===== config.mk =====
export PLATFORM = sky130hd
export DESIGN_NAME = sequenciador_melodia_flat
export DESIGN_NICKNAME = d
export VERILOG_FILES = /design/src/rtl/sequenciador_melodia_if.sv /design/src/rtl/sequenciador_melodia.sv /design/src/flat_wrapper.sv
export SDC_FILE = /design/constraint.sdc
export NUM_CORES = 1
export LEC_CHECK = 0
export ABC_CLOCK_PERIOD_IN_PS = 6930
export BUFFER_PORTS_ARGS = -buffer_cell sky130_fd_sc_hd__buf_2
export CAP_MARGIN = 10
export CORE_MARGIN = 3
export CORE_UTILIZATION = 63
export DETAILED_ROUTE_END_ITERATION = 7
export HOLD_SLACK_MARGIN = 0.15
export PLACE_DENSITY = 0.8
export SLEW_MARGIN = 20
export SYNTH_ARGS = -nofsm -noshare
export SYNTH_HDL_FRONTEND = slang
export SYNTH_SLANG_ARGS = --single-unit

===== constraint.sdc =====
create_clock -name clock -period 6.93 [get_ports clock]
set_input_delay 0.3465 -clock clock [delete_from_list [all_inputs] [get_ports clock]]
set_output_delay 0.3465 -clock clock [all_outputs]
set_load 0.01 [all_outputs]

===== src/rtl/sequenciador_melodia_if.sv =====
// Note-sequencer bus: producer side (iniciar/parar/escreve + note fields,
// cheia/vazia status) and buzzer side (seletor/tom/toca) plus playback status.
// Modports:
//   master - game/control FSM (drives commands and notes, reads status)
//   slave  - the sequencer itself
interface sequenciador_melodia_if #(
  parameter int TOM = 4
);
  localparam int TW = (TOM > 1) ? $clog2(TOM) : 1;

  logic          iniciar;
  logic          parar;
  logic          escreve;
  logic [3:0]    nota_in;
  logic [TW-1:0] tom_in;
  logic [7:0]    duracao_in;
  logic          cheia;
  logic          vazia;
  logic [3:0]    seletor;
  logic [TW-1:0] tom;
  logic          toca;
  logic          tocando;
  logic          fim;

  modport master (
    output iniciar, parar, escreve, nota_in, tom_in, duracao_in,
    input  cheia, vazia, seletor, tom, toca, tocando, fim
  );

  modport slave (
    input  iniciar, parar, escreve, nota_in, tom_in, duracao_in,
    output cheia, vazia, seletor, tom, toca, tocando, fim
  );
endinterface


===== src/rtl/sequenciador_melodia.sv =====
// Melody sequencer: buffers {note, tone bank, duration} entries in a circular
// FIFO and plays them back on the buzzer (seletor/tom/toca), each note followed
// by a silent gap. Notes may be queued while playback runs.
// Ports:
//   clock - system clock, rising edge
//   reset - asynchronous, active-high; clears queue, FSM and outputs
//   bus   - sequenciador_melodia_if.slave (commands, note input, queue status,
//           buzzer drive, tocando/fim status)
module sequenciador_melodia #(
  parameter int CLOCK_FREQ  = 50000000,
  parameter int TOM         = 4,
  parameter int DEPTH       = 16,
  parameter int UNIT_CYCLES = CLOCK_FREQ / 100,
  parameter int GAP_UNITS   = 1
) (
  input logic                   clock,
  input logic                   reset,
  sequenciador_melodia_if.slave bus
);
  localparam int TW  = (TOM > 1) ? $clog2(TOM) : 1;
  localparam int AW  = (DEPTH > 1) ? $clog2(DEPTH) : 1;
  localparam int CW  = AW + 1;
  localparam int CYW = (UNIT_CYCLES > 1) ? $clog2(UNIT_CYCLES) : 1;
  localparam int EW  = 4 + TW + 8;

  localparam logic [2:0] OCIOSO  = 3'd0;
  localparam logic [2:0] CARREGA = 3'd1;
  localparam logic [2:0] NOTA    = 3'd2;
  localparam logic [2:0] PAUSA   = 3'd3;
  localparam logic [2:0] FIM     = 3'd4;

  logic [EW-1:0]  r_mem [DEPTH];
  logic [AW-1:0]  r_wr, r_rd;
  logic [CW-1:0]  r_cnt;
  logic [2:0]     r_state;
  logic [7:0]     r_dur;
  logic [CYW-1:0] r_cyc;
  logic [7:0]     r_unit;
  logic [3:0]     r_seletor;
  logic [TW-1:0]  r_tom;
  logic           r_toca, r_tocando, r_fim, r_cheia, r_vazia;

  logic           w_push, w_pop, w_cyc_last;
  logic [CW-1:0]  w_cnt_n;
  logic [2:0]     w_state_n;
  logic [EW-1:0]  w_head;
  logic [3:0]     w_head_nota, w_sel_n;
  logic [TW-1:0]  w_head_tom;
  logic [7:0]     w_head_dur;

  assign w_head      = r_mem[r_rd];
  assign w_head_nota = w_head[EW-1 -: 4];
  assign w_head_tom  = w_head[8 +: TW];
  assign w_head_dur  = w_head[7:0];

  assign w_push     = bus.escreve && !r_cheia && !bus.parar;
  assign w_pop      = (r_state == CARREGA) && !r_vazia && !bus.parar;
  assign w_cnt_n    = bus.parar ? '0 : (r_cnt + CW'(w_push) - CW'(w_pop));
  assign w_cyc_last = (r_cyc == CYW'(UNIT_CYCLES - 1));
  assign w_sel_n    = w_pop ? w_head_nota : r_seletor;

  // End-of-gap and skip decisions look at the post-edge count, so a note
  // pushed on the very last gap cycle is still picked up without delay.
  always_comb begin
    w_state_n = r_state;
    case (r_state)
      OCIOSO:  if (bus.iniciar && !r_vazia) w_state_n = CARREGA;
      CARREGA: begin
        if (w_head_dur == 8'd0) w_state_n = (w_cnt_n != '0) ? CARREGA : FIM;
        else                    w_state_n = NOTA;
      end
      NOTA:    if (w_cyc_last && (r_unit == r_dur - 8'd1)) w_state_n = PAUSA;
      PAUSA:   if (w_cyc_last && (r_unit == 8'(GAP_UNITS - 1)))
                 w_state_n = (w_cnt_n != '0) ? CARREGA : FIM;
      FIM:     w_state_n = OCIOSO;
      default: w_state_n = OCIOSO;
    endcase
    if (bus.parar) w_state_n = OCIOSO;
  end

  always_ff @(posedge clock) begin
    if (w_push) r_mem[r_wr] <= {bus.nota_in, bus.tom_in, bus.duracao_in};
  end

  always_ff @(posedge clock or posedge reset) begin
    if (reset) begin
      r_wr      <= '0;
      r_rd      <= '0;
      r_cnt     <= '0;
      r_state   <= OCIOSO;
      r_dur     <= '0;
      r_cyc     <= '0;
      r_unit    <= '0;
      r_seletor <= '0;
      r_tom     <= '0;
      r_toca    <= 1'b0;
      r_tocando <= 1'b0;
      r_fim     <= 1'b0;
      r_cheia   <= 1'b0;
      r_vazia   <= 1'b1;
    end else begin
      r_state <= w_state_n;
      r_cnt   <= w_cnt_n;
      r_cheia <= (w_cnt_n == CW'(DEPTH));
      r_vazia <= (w_cnt_n == '0);

      if (bus.parar) begin
        r_wr <= '0;
        r_rd <= '0;
      end else begin
        if (w_push) r_wr <= r_wr + AW'(1);
        if (w_pop)  r_rd <= r_rd + AW'(1);
      end

      if (w_pop) begin
        r_seletor <= w_head_nota;
        r_tom     <= w_head_tom;
        r_dur     <= w_head_dur;
      end

      // Counters run only while dwelling in NOTA/PAUSA; any transition
      // (including NOTA->PAUSA) restarts them from zero.
      if (((r_state == NOTA) || (r_state == PAUSA)) && (w_state_n == r_state)) begin
        if (w_cyc_last) begin
          r_cyc  <= '0;
          r_unit <= r_unit + 8'd1;
        end else begin
          r_cyc <= r_cyc + CYW'(1);
        end
      end else begin
        r_cyc  <= '0;
        r_unit <= '0;
      end

      r_toca    <= (w_state_n == NOTA) && (w_sel_n < 4'd12);
      r_tocando <= (w_state_n != OCIOSO);
      r_fim     <= (w_state_n == FIM);
    end
  end

  assign bus.seletor = r_seletor;
  assign bus.tom     = r_tom;
  assign bus.toca    = r_toca;
  assign bus.tocando = r_tocando;
  assign bus.fim     = r_fim;
  assign bus.cheia   = r_cheia;
  assign bus.vazia   = r_vazia;
endmodule


===== src/flat_wrapper.sv =====
// flat-port wrapper written by rule: the top's interface ports become plain ports
module sequenciador_melodia_flat 
#(
  parameter int CLOCK_FREQ  = 50000000,
  parameter int TOM         = 4,
  parameter int DEPTH       = 16,
  parameter int UNIT_CYCLES = CLOCK_FREQ / 100,
  parameter int GAP_UNITS   = 1
)
  (clock, reset, bus_iniciar, bus_parar, bus_escreve, bus_nota_in, bus_tom_in, bus_duracao_in, bus_cheia, bus_vazia, bus_seletor, bus_tom, bus_toca, bus_tocando, bus_fim);
  sequenciador_melodia_if #(.TOM(TOM)) bus_i ();
  input logic clock;
  input logic reset;
  input wire logic [$bits(bus_i.iniciar)-1:0] bus_iniciar;
  input wire logic [$bits(bus_i.parar)-1:0] bus_parar;
  input wire logic [$bits(bus_i.escreve)-1:0] bus_escreve;
  input wire logic [$bits(bus_i.nota_in)-1:0] bus_nota_in;
  input wire logic [$bits(bus_i.tom_in)-1:0] bus_tom_in;
  input wire logic [$bits(bus_i.duracao_in)-1:0] bus_duracao_in;
  output wire logic [$bits(bus_i.cheia)-1:0] bus_cheia;
  output wire logic [$bits(bus_i.vazia)-1:0] bus_vazia;
  output wire logic [$bits(bus_i.seletor)-1:0] bus_seletor;
  output wire logic [$bits(bus_i.tom)-1:0] bus_tom;
  output wire logic [$bits(bus_i.toca)-1:0] bus_toca;
  output wire logic [$bits(bus_i.tocando)-1:0] bus_tocando;
  output wire logic [$bits(bus_i.fim)-1:0] bus_fim;
  assign bus_i.iniciar = bus_iniciar;
  assign bus_i.parar = bus_parar;
  assign bus_i.escreve = bus_escreve;
  assign bus_i.nota_in = bus_nota_in;
  assign bus_i.tom_in = bus_tom_in;
  assign bus_i.duracao_in = bus_duracao_in;
  assign bus_cheia = bus_i.cheia;
  assign bus_vazia = bus_i.vazia;
  assign bus_seletor = bus_i.seletor;
  assign bus_tom = bus_i.tom;
  assign bus_toca = bus_i.toca;
  assign bus_tocando = bus_i.tocando;
  assign bus_fim = bus_i.fim;
  sequenciador_melodia #(.CLOCK_FREQ(CLOCK_FREQ), .TOM(TOM), .DEPTH(DEPTH), .UNIT_CYCLES(UNIT_CYCLES), .GAP_UNITS(GAP_UNITS)) u_core (.clock(clock), .reset(reset), .bus(bus_i));
endmodule

* Yosys cells after proc, flatten, opt, wreduce, memory -nomap -nowiden
Memories as Yosys holds them, arrays and structs flattened. Cells that the tools add are included.
Cells by class: add/subtract/negate cells 7, order comparisons 1, equal/unequal tests 10, multiplexer cells 19, reduce and logical (&&, ||, !) cells 21
Operators with widths (number):
- $mux 19 | 2
- $mux 4 | 5
- $add 19x1->19 const B | 1
- $eq 19x19->1 const B | 1
- $mux 3 | 6
- $logic_not 8->1 | 2
- $mux 8 | 2
- $pmux 3 s4 | 1
- $eq 3x2->1 const B | 3
- $logic_and 1x1->1 | 9
- $add 4x1->4 const B | 2
- $add 8x1->8 const B | 1
- $eq 8x8->1 | 1
- $sub 8x1->8 const B | 1
- $add 5x1->5 | 1
- $eq 5x5->1 const B | 1
- $logic_not 5->1 | 1
- $mux 5 | 1
- $reduce_bool 5->1 | 1
- $sub 5x1->5 | 1
- $lt 4x4->1 const B | 1
- $reduce_bool 2->1 | 2
- $eq 3x1->1 const B | 1
- $eq 3x3->1 | 1
- 7 further kinds | 10
Storage, ports and cells: register bits 62, bits in writable memories 224, input bits 19, output and inout bits 11, word-level logic and storage cells 73, memories 1
Memory list:
- u_core.r_mem | depth 16, width 14, rd ports 1, clocked after Yosys merged registers in 0, wr ports 1, line sequenciador_melodia.sv:32 | logic [EW-1:0] r_mem [DEPTH];

* Depth between registers and ports, before layout
depth after elaboration 14, depth in mapped cells 16, mapped depth without buffers 14

* Least setup slack after synthesis
Ideal clock, no wire load.
path kind flip-flop to flip-flop, from register u_core.r_vazia, in the netlist u_core.bus.vazia, to register u_core.r_toca, in the netlist u_core.bus.toca, setup time 68 ps, arrival 3558 ps, required time 6862 ps, path slack 3304 ps, cell stages (with the launch flop) 17, path buffers 2, period minus slack after synthesis 3626 ps, cell sequence dfstp_2 > nor4b_2 > nand2b_1 > clkbuf_1 > clkbuf_1 > or2_2 > nand2_1 > ha_1 > inv_1 > fa_1 > nand2b_1 > a21oi_1 > xnor2_1 > a41o_1 > nand4_1 > a31oi_1 > and4_1
Between the ends: longest elaborated chain between the ends 12, elaborated cells on any way between the ends 17, those cells by class 1 x add/sub; 1 x order compare; 1 x eq/ne; 8 x mux; 6 x reduce/logical
Ends and longest elaborated chain:
- start, declared | line sequenciador_melodia.sv:41 | logic r_toca, r_tocando, r_fim, r_cheia, r_vazia;
- start signal, assigned | line sequenciador_melodia.sv:105 | r_vazia <= (w_cnt_n == '0);
- $logic_not 1->1 * | line sequenciador_melodia.sv:57, sequenciador_melodia.sv:67
- $logic_and 1x1->1 (2 in a row) | line sequenciador_melodia.sv:57 | assign w_pop = (r_state == CARREGA) && !r_vazia && !bus.parar;
- $sub 5x1->5 | line sequenciador_melodia.sv:58 | assign w_cnt_n = bus.parar ? '0 : (r_cnt + CW'(w_push) - CW'(w_pop));
- $mux 5 | line sequenciador_melodia.sv:58
- $reduce_bool 5->1 | line sequenciador_melodia.sv:69, sequenciador_melodia.sv:74
- $mux 3 | line sequenciador_melodia.sv:69, sequenciador_melodia.sv:74
- $mux 3 (on tied branches) | line sequenciador_melodia.sv:73, sequenciador_melodia.sv:69
- $pmux 3 s4 | line sequenciador_melodia.sv:66 | case (r_state)
- $mux 3 | line sequenciador_melodia.sv:78 | if (bus.parar) w_state_n = OCIOSO;
- $eq 3x2->1 | line sequenciador_melodia.sv:135 | r_toca <= (w_state_n == NOTA) && (w_sel_n < 4'd12);
- $logic_and 1x1->1 * | line sequenciador_melodia.sv:135
- end signal, assigned | line sequenciador_melodia.sv:135
- end, declared | line sequenciador_melodia.sv:41
Every way passes the cells marked *; elsewhere a longest branch is shown, timed or not. A chain may end at the register's enable or synchronous reset.

* Worst setup path after layout
from register u_core.r_state[1], to register u_core.r_toca, in the netlist u_core.bus.toca
Between the ends: longest elaborated chain between the ends 12, elaborated cells on any way between the ends 20, those cells by class 1 x add/sub; 1 x order compare; 4 x eq/ne; 9 x mux; 5 x reduce/logical
Ends and longest elaborated chain:
- start, declared | line sequenciador_melodia.sv:35 | logic [2:0] r_state;
- start signal, assigned | line sequenciador_melodia.sv:102 | r_state <= w_state_n;
- $eq 3x1->1 | line sequenciador_melodia.sv:57, sequenciador_melodia.sv:66
- $logic_and 1x1->1 (2 in a row) | line sequenciador_melodia.sv:57
- $sub 5x1->5 | line sequenciador_melodia.sv:58
- $mux 5 | line sequenciador_melodia.sv:58
- $reduce_bool 5->1 | line sequenciador_melodia.sv:69, sequenciador_melodia.sv:74
- $mux 3 | line sequenciador_melodia.sv:69, sequenciador_melodia.sv:74
- $mux 3 (on tied branches) | line sequenciador_melodia.sv:73, sequenciador_melodia.sv:69
- $pmux 3 s4 | line sequenciador_melodia.sv:66
- $mux 3 | line sequenciador_melodia.sv:78
- $eq 3x2->1 | line sequenciador_melodia.sv:135
- $logic_and 1x1->1 * | line sequenciador_melodia.sv:135
Marks and branches as above.

==> reports/metrics.csv <==
stage;metric;value;unit
run_status;status;completed;
timing;setup TNS;0;ps
clock_tree;htree depth;1;
placement;DP HPWL;14500;µm
drt;routed len/inst;24.3;µm
placement;Area after DPL;12300;µm²
timing;worst-margin pin slew;897;ps
clock_tree;Clock Tree Buf Depth;3;
timing;Slew HR;0.400;
power;net switching power;0.933;mW
drt;Vias/cell;6.39;
die;num ports;30;
power;PwrDens;300;nW/µm²
placement;Place WS;3320;ps
yosys;post-synthesis sequential area ratio;0.694;
finish;n_diodes;0;
placement;Port-buffer cells;29;
yosys;Netlist cell types;61;
clock_tree;CTS root buffer;clkbuf_16;
clock_tree;PostCTS Resize Cnt;0;
yosys;Post-synth EDFFs;224;
drt;M1 wire length;9910;µm
drt;metal3 WL;1820;µm
setup_path;Worst R2R Setup Slack;3270;ps
timing;clock skew;11.6;ps
finish;Final #Nets;797;
grt;initial antenna violation count;2;
clock_tree;TritonCTS Buffers;28;
yosys;Async SR Flop Fraction;0.217;
grt;pin count of the biggest net entering global routing;63;
timing;Setup Viol. Count Final;0;
die;Die X;144;µm
yosys;number of synthesis warnings;0;
die;core area;18300;µm²
yosys;synthesis-stage register bit count;286;
setup_path;Arr. time, crit path;4130;ps
die;Die Area;20600;µm²
setup_path;critical path, cell by cell;nor4b_2, nand2b_1, or2_2, nand2_1, ha_1, inv_1, fa_1, nand2b_1, a21oi_1, xnor2_1, a41o_1, nand4_1, a31oi_1, and4_1;
flow_run;max_cap viols;0;
setup_path;crit-path max cell delay;610;ps
clock_tree;CTS tree;yes;
timing;Hold Vio Cnt, Final;0;
yosys;Synth top area share;0.564;
yosys;top cells by area, synth;edfxtp_1 56%, dfrtp_1 13%, mux4_2 8.7%;
die;die height;144;µm
yosys;Post-Syn Nets;745;
drt;drt initial violations;643;
drt;antenna viol nets, final;0;
drt;highest metal used;met5;
setup_path;Critical-path top delay cell;nor4b_2;
power;internal power consumption;3.06;mW
grt;grt total ovfl;0;
clock_tree;clock-pin slew on the worst setup and hold paths;70;ps
setup_path;crit end category;register;
finish;Register Area;8280;µm²
power;sw frac;0.234;
finish;fraction of layout cells with a size suffix above 1;0.209;
yosys;ys flop type;edfxtp_1;
drt;WL final;24600;µm
setup_path;CP dominant cell by count;nand2b_1;
power;Static Leak;4.61;nW
drt;drt drc;0;
setup_path;Required @ worst endpoint;7400;ps
yosys;Synth Cell Area;11900;µm²
timing;PnR worst setup slack;3270;ps
setup_path;critical path peak fanout;12;
timing;RSZ-0062 raised after global routing;false;
finish;number of fill cells in the layout;1101;
die;Rows;49;
drt;WL met2;12300;µm
finish;Multi-input gate area;3370;µm²
finish;Design Area, Final;13300;µm²
power;Max VDD drop;0.000301;V
yosys;Post-Syn Instances;712;
clock_tree;clk_lat worst skew;550;ps
setup_path;CP Launch Type;register;
yosys;Syn Area/Cell;16.7;µm²
timing;crit path time final;3660;ps
placement;routability cong.;0.823;
drt;via count;6475;
finish;area growth from synthesis to layout;11.4;%
clock_tree;Setup Buffers After CTS;0;
hold_path;hold crit path type;in -> reg;
timing;Max Freq;0.273;GHz
clock_tree;clk sinks;286;
timing;Final Max Slew Viols;0;
setup_path;crit path kind;reg -> reg;
grt;GRT Total Usage;0.250;
grt;first-pass GRT wire length;38700;µm
power;clock power share;0.391;
timing;Tcrit/Tclk final;0.528;
drt;DRT Pass-1 Iters;4;
die;initial core utilization;0.653;
power;Seq pwr share;0.500;
grt;vias in the first global route;6760;
power;Logic pwr share;0.109;
yosys;largest area contributor in the netlist;edfxtp_1;
-- layout by cell type (no fill, tap or decap), types with 6 or more instances in the layout --
| master | n |
|---|---|
| xnor2_1 | 24 |
| nor2b_1 | 9 |
| mux2i_1 | 20 |
| clkinv_1 | 6 |
| xor2_1 | 18 |
| edfxtp_1 | 224 |
| nor2_1 | 77 |
| ha_1 | 13 |
| nand2b_1 | 6 |
| clkbuf_16 | 28 |
| nand3_1 | 21 |
| o21ai_0 | 6 |
| mux4_2 | 46 |
| inv_1 | 19 |
| nand4_1 | 10 |
| a21oi_1 | 7 |
| and3_1 | 7 |
| buf_2 | 29 |
| nand2_1 | 25 |
| a221oi_1 | 7 |
| dfrtp_1 | 59 |
| mux4_1 | 6 |
| mux2_2 | 10 |
| buf_4 | 21 |
-- sequential cells by signal (all words and copies together) (netlist names), 4 cells and up --
| signal | count |
|---|---|
| u_core.r_dur | 8 |
| u_core.r_rd | 4 |
| u_core.r_unit | 8 |
| u_core.r_cnt | 5 |
| u_core.r_cyc | 19 |
| u_core.bus.seletor | 4 |
| u_core.r_mem | 224 |
| u_core.r_wr | 4 |
-- timing repair --
| item | 4_1_cts | 5_1_grt |
|---|---|---|
| hold endpoints to repair | 61 | 0 |
| endpoints found under the setup margin | 0 | 0 |
| hold buffers | 1 | 0 |
-- synthesized netlist by cell type, types with 3 or more instances --
library cell and number:
a211oi_1 3, o21ai_0 6, nor2_1 77, nand2b_1 6, ha_1 13, nand3_1 21, and4_1 3, a21oi_1 7
buf_12 3, dfrtp_1 61, nor2b_1 9, xor2_1 18, and3_1 7, nand4_1 10, mux2_2 10, nor4_1 3
xnor2_1 24, edfxtp_1 224, and2_1 3, mux2i_1 20, a221oi_1 7, or2_2 3, mux4_2 46, a22oi_1 5
buf_2 9, buf_6 4, nor3_1 8, mux4_1 6, o22ai_1 3, a21o_1 4, clkbuf_1 10, o21ai_1 3
nand2_1 25, inv_1 20
-- final cells by class --
class                   count  area share
well taps                 229      0.0216
inverters                  20     0.00565
clock inverters            18      0.0171
multi-input cells         377       0.254
flip-flops and latches    286       0.624
repair buffers             51      0.0236
clock buffers              33      0.0542
-- per-stage QoR --
step | utilization | instances | hold WS (ps) | power (mW)
global placement | 0.674 | 962 | 470 | 2.43
detailed placement | 0.674 | 962 | 485 | 2.46
global route | 0.727 | 1014 | 175 | 4.14
floorplan | - | 712 | 445 | 2.34
finish | 0.727 | 1014 | 172 | 3.99
CTS | 0.727 | 1014 | 159 | 4.00
-- power by group through the flow --
stage	Combinational (mW)	Sequential [mW]	Clock, mW
after global placement	0.405	2.02	0
after detailed placement	0.430	2.03	0
after CTS	0.435	1.99	1.58
final	0.434	2.00	1.56
after global routing	0.478	2.00	1.65
after floorplan	0.333	2.01	0
-- metal layers --
layer,global-route usage,vias up
li1,-,2840
met1,0.350,3305
met2,0.409,273
met3,0.0512,53
met4,0.0684,4
met5,0,-
-- kinds of logic after synthesis --
| logic type | after synthesis | share of synthesized area |
|---|---|---|
| buffers and inverters | 49 | 0.0246 |
| and+or+nand+nor | 185 | 0.0758 |
| AOI/OAI and AO/OA | 54 | 0.0329 |
| DFF | 286 | 0.694 |
| muxes | 82 | 0.126 |
| adders and majority gates | 14 | 0.0153 |
| xor gates and xnor gates | 42 | 0.0308 |
-- path summary, 6_finish.rpt --
kind                       cells after the start              start                  end
min in group asynchronous                      4              reset    u_core.bus.tom[1]
setup / recovery                              14  u_core.r_state[1]      u_core.bus.toca
hold reg to reg                                1    u_core.r_cyc[0]      u_core.r_cyc[0]
setup reg to reg                              14  u_core.r_state[1]      u_core.bus.toca
max in group asynchronous                      4              reset       u_core.r_rd[0]
hold / removal                                 1  bus_duracao_in[2]  u_core.r_mem[15][2]
-- worst max-delay path, delay by kind of cell, from the launching register on --
family	cells	cell delay [ps]
flops	1	510
xor+xnor	1	160
buf+inv	1	60
compound gates	3	670
simple gates	7	1620
fa+ha+maj	2	560
Note: power is estimated with default switching activity, not from simulation.
